===== config.mk =====
export PLATFORM = sky130hd
export DESIGN_NAME = fifo_rd_ptr_empty
export DESIGN_NICKNAME = d
export VERILOG_FILES = /design/src/rtl/fifo_rd_ptr_empty.sv
export SDC_FILE = /design/constraint.sdc
export NUM_CORES = 1
export LEC_CHECK = 0
export BUFFER_PORTS_ARGS = -buffer_cell sky130_fd_sc_hd__buf_2
export CELL_PAD_IN_SITES_DETAIL_PLACEMENT = 1
export CELL_PAD_IN_SITES_GLOBAL_PLACEMENT = 2
export CORE_AREA = 2 2 52 54
export DETAILED_ROUTE_END_ITERATION = 10
export DIE_AREA = 0 0 54 56
export GPL_ROUTABILITY_DRIVEN = 1
export PLACE_DENSITY_LB_ADDON = 0.1
export SLEW_MARGIN = 20
export SYNTH_ARGS = -nofsm -noshare
export SYNTH_HDL_FRONTEND = slang
export SYNTH_SLANG_ARGS = --single-unit

===== constraint.sdc =====
create_clock -name r_clk -period 2.2 [get_ports r_clk]
set_input_delay 0.33 -clock r_clk [delete_from_list [all_inputs] [get_ports r_clk]]
set_output_delay 0.33 -clock r_clk [all_outputs]
set_load 0.02 [all_outputs]

===== src/rtl/fifo_rd_ptr_empty.sv =====
// rtl/fifo_rd_ptr_empty.sv - read-side pointer, empty flag and fill level for the async FIFO
module fifo_rd_ptr_empty #(
  parameter  int ADDR_W = 3,
  localparam int PTR_W  = ADDR_W + 1
) (
  input  logic              r_clk,
  input  logic              r_rst_n,
  input  logic              r_inc,
  input  logic [PTR_W-1:0]  w_ptr,
  output logic [ADDR_W-1:0] r_addr,
  output logic [PTR_W-1:0]  r_ptr,
  output logic              r_empty,
  output logic [PTR_W-1:0]  r_level
);

  logic [PTR_W-1:0] rq1_wptr;
  logic [PTR_W-1:0] rq2_wptr;
  logic [PTR_W-1:0] r_bin;
  logic [PTR_W-1:0] r_bin_next;
  logic [PTR_W-1:0] r_gray_next;
  logic [PTR_W-1:0] rq2_wbin;
  logic             pop;

  // Gray to binary: each binary bit is the XOR of all Gray bits at or above it
  function automatic logic [PTR_W-1:0] gray2bin(input logic [PTR_W-1:0] g);
    logic [PTR_W-1:0] b;
    b[PTR_W-1] = g[PTR_W-1];
    for (int i = PTR_W - 2; i >= 0; i--) begin
      b[i] = b[i+1] ^ g[i];
    end
    return b;
  endfunction

  // Next-pointer arithmetic; a request is honoured only while data is visible
  always_comb begin
    pop         = r_inc & ~r_empty;
    r_bin_next  = r_bin + {{(PTR_W-1){1'b0}}, pop};
    r_gray_next = r_bin_next ^ (r_bin_next >> 1);
    rq2_wbin    = gray2bin(rq2_wptr);
    r_level     = rq2_wbin - r_bin;
  end

  // Two-flop synchroniser bringing the write Gray pointer into the read domain
  always_ff @(posedge r_clk or negedge r_rst_n) begin
    if (!r_rst_n) begin
      rq1_wptr <= '0;
      rq2_wptr <= '0;
    end else begin
      rq1_wptr <= w_ptr;
      rq2_wptr <= rq1_wptr;
    end
  end

  // Read pointer registers and empty flag; empty is judged on the post-pop pointer
  // so draining the last entry raises it at the same edge
  always_ff @(posedge r_clk or negedge r_rst_n) begin
    if (!r_rst_n) begin
      r_bin   <= '0;
      r_ptr   <= '0;
      r_empty <= 1'b1;
    end else begin
      r_bin   <= r_bin_next;
      r_ptr   <= r_gray_next;
      r_empty <= (r_gray_next == rq2_wptr);
    end
  end

  assign r_addr = r_bin[ADDR_W-1:0];

endmodule


# [After elaboration in Yosys (flattened, before gate mapping)]
# Cells that the tools add are included.
[word_totals] reg_bits=17 out_inout_bits=12
[op_classes] addsub=2 n_eq_ne=1 bitwise=6
[op_table] operator="adder 4 x 1 -> 4 bit" n=1
[op_table] operator="== test 4 bit" n=1
[op_table] operator="subtractor 4 bit" n=1
[op_table] operator="bitwise XOR 4 x 3 -> 4 bit" n=1
[op_table] operator="bitwise XOR 1 bit" n=3
[op_table] operator="AND 1 bit" n=1
[op_table] operator="NOT 1 bit" n=1

# [Depth between registers and ports, before layout]
[logic_depth] depth_word=5 ltp_mapped=8 ltp_nobuf=8

# [Least setup slack after synthesis]
# Ideal clock, no wire load.
[synth_timing] path_type="reg-to-output" from="register rq2_wptr[3]" to="output port r_level[2]" arrival_time_ns=1.989 required_time_ns=1.870 path_slack_ns=-0.119 stages_incl_launch_ff=7 cell_sequence="dfrtp_1 -> xor2_1 -> xnor2_1 -> xor2_1 -> ha_1 -> fa_1 -> xnor2_1"
[synth_via] elab_chain_cells=4
[synth_rtl] element="start, declared" line_no="17" source="logic [PTR_W-1:0] rq2_wptr;"
[synth_rtl] element="start signal, assigned" line_no="50" source="rq2_wptr <= rq1_wptr;"
[synth_rtl] element="bitwise XOR 1 bit *" line_no="29" source="b[i] = b[i+1] ^ g[i];"
[synth_rtl] element="bitwise XOR 1 bit (2 in a row)" line_no="29"
[synth_rtl] element="subtractor 4 bit *" line_no="40" source="r_level = rq2_wbin - r_bin;"
[synth_rtl] element="end, declared" line_no="13" source="output logic [PTR_W-1:0] r_level"
# Mark *: on every way between the ends. The rest lies on a longest branch, timed or not.

# [Final worst setup path]
[layout_timing] from="register rq2_wptr[2]" to="output port r_level[2]"
# Same word-level chain as after synthesis.

==> impl_metrics.csv <==
group,metric,value,unit
drt,dr.pass1.iters,1,
sta,final.setup.worst_slack,-240,ps
setup_path,max_stage_delay,420,ps
drt,detail_route.drc_violations,0,
cts,clkSlewWorstSetupHoldPaths,90,ps
setup_path,cp_max_fo,3,
floorplan,core-area,0.00243,mm2
finish,flow.area_growth_from_synthesis,30.0,%
pwr,power-per-cell-area,1550,mW/mm2
setup_path,cp_data_arrival_time,2110,ps
finish,finish.net_count,102,
sta,final.min_clock_period,2440,ps
worst_hold_path,hold_path.startpoint,"w_ptr[1]",
worst_hold_path,hold_path_end,"rq1_wptr[1]",
drt,routed-via-count,487,
run_status,violations,"negative setup slack",
floorplan,initial_core_utilization,31.9,%
setup_path,setup.worst_path.start,"rq2_wptr[2]",
sta,timing_hold_violations_final,0,
sta,tightest_slew,356,ps
cts,clk_path_buf_depth,2,
synth,yosys-top-cells-area,"sky130_fd_sc_hd__dfrtp_1 48%, sky130_fd_sc_hd__xnor2_1 12%, sky130_fd_sc_hd__ha_1 8.1%",
drt,initial_drc_count,0,
synth,synthesis.yosys.warnings,0,
finish,diodes,0,
setup_path,crit_slowest_cell,"sky130_fd_sc_hd__dfrtp_1",
cts,count_of_buffers_added_by_post_cts_timing_repair_for_setup,0,
setup_path,critical_path_buf_inv_count,1,
floorplan,die-area,0.00302,mm2
synth,synth_top_area_share,48.4,%
setup_path,reg2reg_to,"r_empty",
setup_path,reg2reg_slack,590,ps
sta,report.final.slew_viol_count,0,
setup_path,path_common_cell,"sky130_fd_sc_hd__xnor2_2",
setup_path,r2r_start,"r_empty",
run,cap_viol_max_count,0,
setup_path,r2r.worst_path.cells,6,
placed_design,placed_cells,113,
pwr,p_leak,0.491,nW
drt,wl,1.31,mm
finish,final_cell_count_no_fill,118,
cts,cts_htree_levels,1,
finish,drive_above_1_share,39.8,%
grt,antenna_violations_before_repair,0,
synth,syn_avg_cell_area,12.5,um2
setup_path,end_kind,"primary output",
cts,clkSinkCount,16,
synth,post-synth-top-area-cell,"sky130_fd_sc_hd__dfrtp_1",
pwr,total_power,0.00157,W
placed_design,post-dp-hpwl,1.03,mm
synth,synth_seq_cells,16,
setup_path,critPathLaunchType,"flip-flop",
synth,postSynthNetCount,75,
sta,worst_rel_slew_slack,76.3,%
placed_design,detailedPlace.worstSlack,-40.3,ps
sta,max_freq,410,MHz
floorplan,i_o_pins,19,
placed_design,io_buffers,18,
grt,track_usage,10.3,%
worst_hold_path,holdCritPathClass,"primary input to flip-flop",
floorplan,die_y,56,um
pwr,peakVddDrop,644,uV
floorplan,rows,18,
setup_path,critPathTopFamily,"XOR/XNOR gates",
cts,worst_skew_pair.late_latency,280,ps
grt,grt_pass1_wl,2.20,mm
grt,grt_start_max_net_pins,17,
setup_path,timing.setup.critical_path_class,"flip-flop to primary output",
floorplan,die_w,54,um
run_status,run_status,"finished with violations",
synth,post_synth_num_cell_types,19,
grt,first_global_vias,466,
sta,clock_skew,4.56,ps
placed_design,finalWeightedCongestion,0.688,
worst_hold_path,hold_path_depth,1,
drt,viasPerCell,4.13,
synth,ys_seq_area_share,51.8,%
sta,hold_slack,153,ps
drt,postRouteAntennaNets,0,
setup_path,cp.required,1870,ps
cts,cts_inserted_buffers,3,
synth,syn-cell-area,776,um2
setup_path,timing.critical_path.cells,"xor2_2, xnor2_2, xor2_1, ha_2, fa_1, xnor2_2, buf_4",
cts,cts_tree,"done",
cts,root_buffer,"sky130_fd_sc_hd__clkbuf_4",
sta,post-route-period-util,111,%
synth,post_synth_inst_count,62,
sta,rsz0062_at_grt,"yes",
sta,final_count_of_negative_setup_slack_endpoints,3,
grt,gr-total-overflow,0,
drt,avgRoutedWirePerCell,11.1,um
-- worst max-delay path by stage --
| stage | endpoint | depth (start not counted) | slack [ps] |
|---|---|---|---|
| 6_report | r_level[2] | 7 | -240 |
| 5_1_grt | r_level[3] | 9 | -340 |
| 4_1_cts | r_level[2] | 7 | -300 |
| 3_5_place_dp | r_level[3] | 9 | -40 |
| 3_3_place_gp | r_level[3] | 9 | -10 |
| 2_1_floorplan | r_level[2] | 6 | 30 |
-- timing repair --
action | CTS | global route
hold buffers | 1 | 0
resized for setup | 7 | 1
endpoints found under the setup margin | 3 | 3
pin swaps | 6 | 2
endpoints found under the hold margin | 15 | 0
-- sequential cells by signal, indices dropped and copies added, names as in the netlist --
name and flops:
r_empty 1, r_bin 4, rq2_wptr 4, r_ptr 3, rq1_wptr 4
-- stage by stage --
stage                     util (%)  setup TNS [ps]  instance area [um2]
after CTS                     41.4            -863                 1010
after detailed placement      38.9           -40.3                  947
after global placement        38.9           -11.1                  947
after global routing          41.5            -986                 1010
final                         41.5            -651                 1010
after floorplan                  -               0                  791
-- cells in the mapped netlist (all sizes together) --
| master | n |
|---|---|
| a21o | 1 |
| a21oi | 2 |
| buf | 1 |
| clkbuf | 1 |
| dfrtp | 15 |
| dfstp | 1 |
| fa | 1 |
| ha | 5 |
| inv | 6 |
| mux2i | 3 |
| nand2 | 2 |
| nand2b | 2 |
| nand3 | 1 |
| nor2b | 2 |
| nor3 | 1 |
| or2 | 1 |
| xnor2 | 11 |
| xor2 | 6 |
-- cell families (layout without fill, tap and decap cells) --
logic type	after synthesis	in the layout	share of synthesized area, %
xor gates and xnor gates	17	17	21.1
buffers and inverters	8	34	4.03
and+or+nand+nor	9	9	6.29
muxes	3	3	3.87
AOI/OAI and AO/OA	3	3	2.26
adders and majority gates	6	6	10.6
DFF	16	16	51.8
-- final cells by class --
type / instances / area [um2]
fillers: 278 / 1420
flip-flops and latches: 16 / 402
multi-input cells: 38 / 372
repair buffers: 24 / 149
well taps: 30 / 37.5
clock buffers: 4 / 26.3
inverters: 6 / 22.5
-- placed cells by master (no fill, tap or decap) --
cell	count
sky130_fd_sc_hd__ha_2	1
sky130_fd_sc_hd__buf_6	1
sky130_fd_sc_hd__dlygate4sd3_1	1
sky130_fd_sc_hd__fa_1	1
sky130_fd_sc_hd__xor2_2	3
sky130_fd_sc_hd__xnor2_2	2
sky130_fd_sc_hd__or2_1	1
sky130_fd_sc_hd__inv_1	5
sky130_fd_sc_hd__nand2_1	2
sky130_fd_sc_hd__a21oi_1	1
sky130_fd_sc_hd__clkbuf_4	3
sky130_fd_sc_hd__inv_2	1
sky130_fd_sc_hd__nor3_1	1
sky130_fd_sc_hd__a21o_1	1
sky130_fd_sc_hd__nand2b_1	2
sky130_fd_sc_hd__ha_1	4
sky130_fd_sc_hd__nor2b_1	2
sky130_fd_sc_hd__nand3_1	1
sky130_fd_sc_hd__mux2i_1	3
sky130_fd_sc_hd__xor2_1	3
sky130_fd_sc_hd__buf_2	15
sky130_fd_sc_hd__xnor2_1	9
sky130_fd_sc_hd__a21oi_2	1
sky130_fd_sc_hd__dfrtp_1	15
sky130_fd_sc_hd__buf_4	7
sky130_fd_sc_hd__clkbuf_1	1
sky130_fd_sc_hd__dfstp_2	1
-- per-layer routing --
layer / track usage, % / up-vias / part of all wire (%)
li1: - / 242 / -
met4: 5.36 / 0 / 0.91
met5: 0 / - / 0
met1: 14.4 / 232 / 49
met3: 2.42 / 2 / 4.0
met2: 14.5 / 11 / 46
-- report_power, final --
part	internal [W]	switching (W)	leakage (nW)
Combinational	0.000440	0.000507	0.290
Sequential	0.000378	0.0000875	0.185
Clock	0.0000702	0.0000840	0.0150
Total	0.000888	0.000678	0.491
Note: power is estimated with default switching activity, not from simulation.
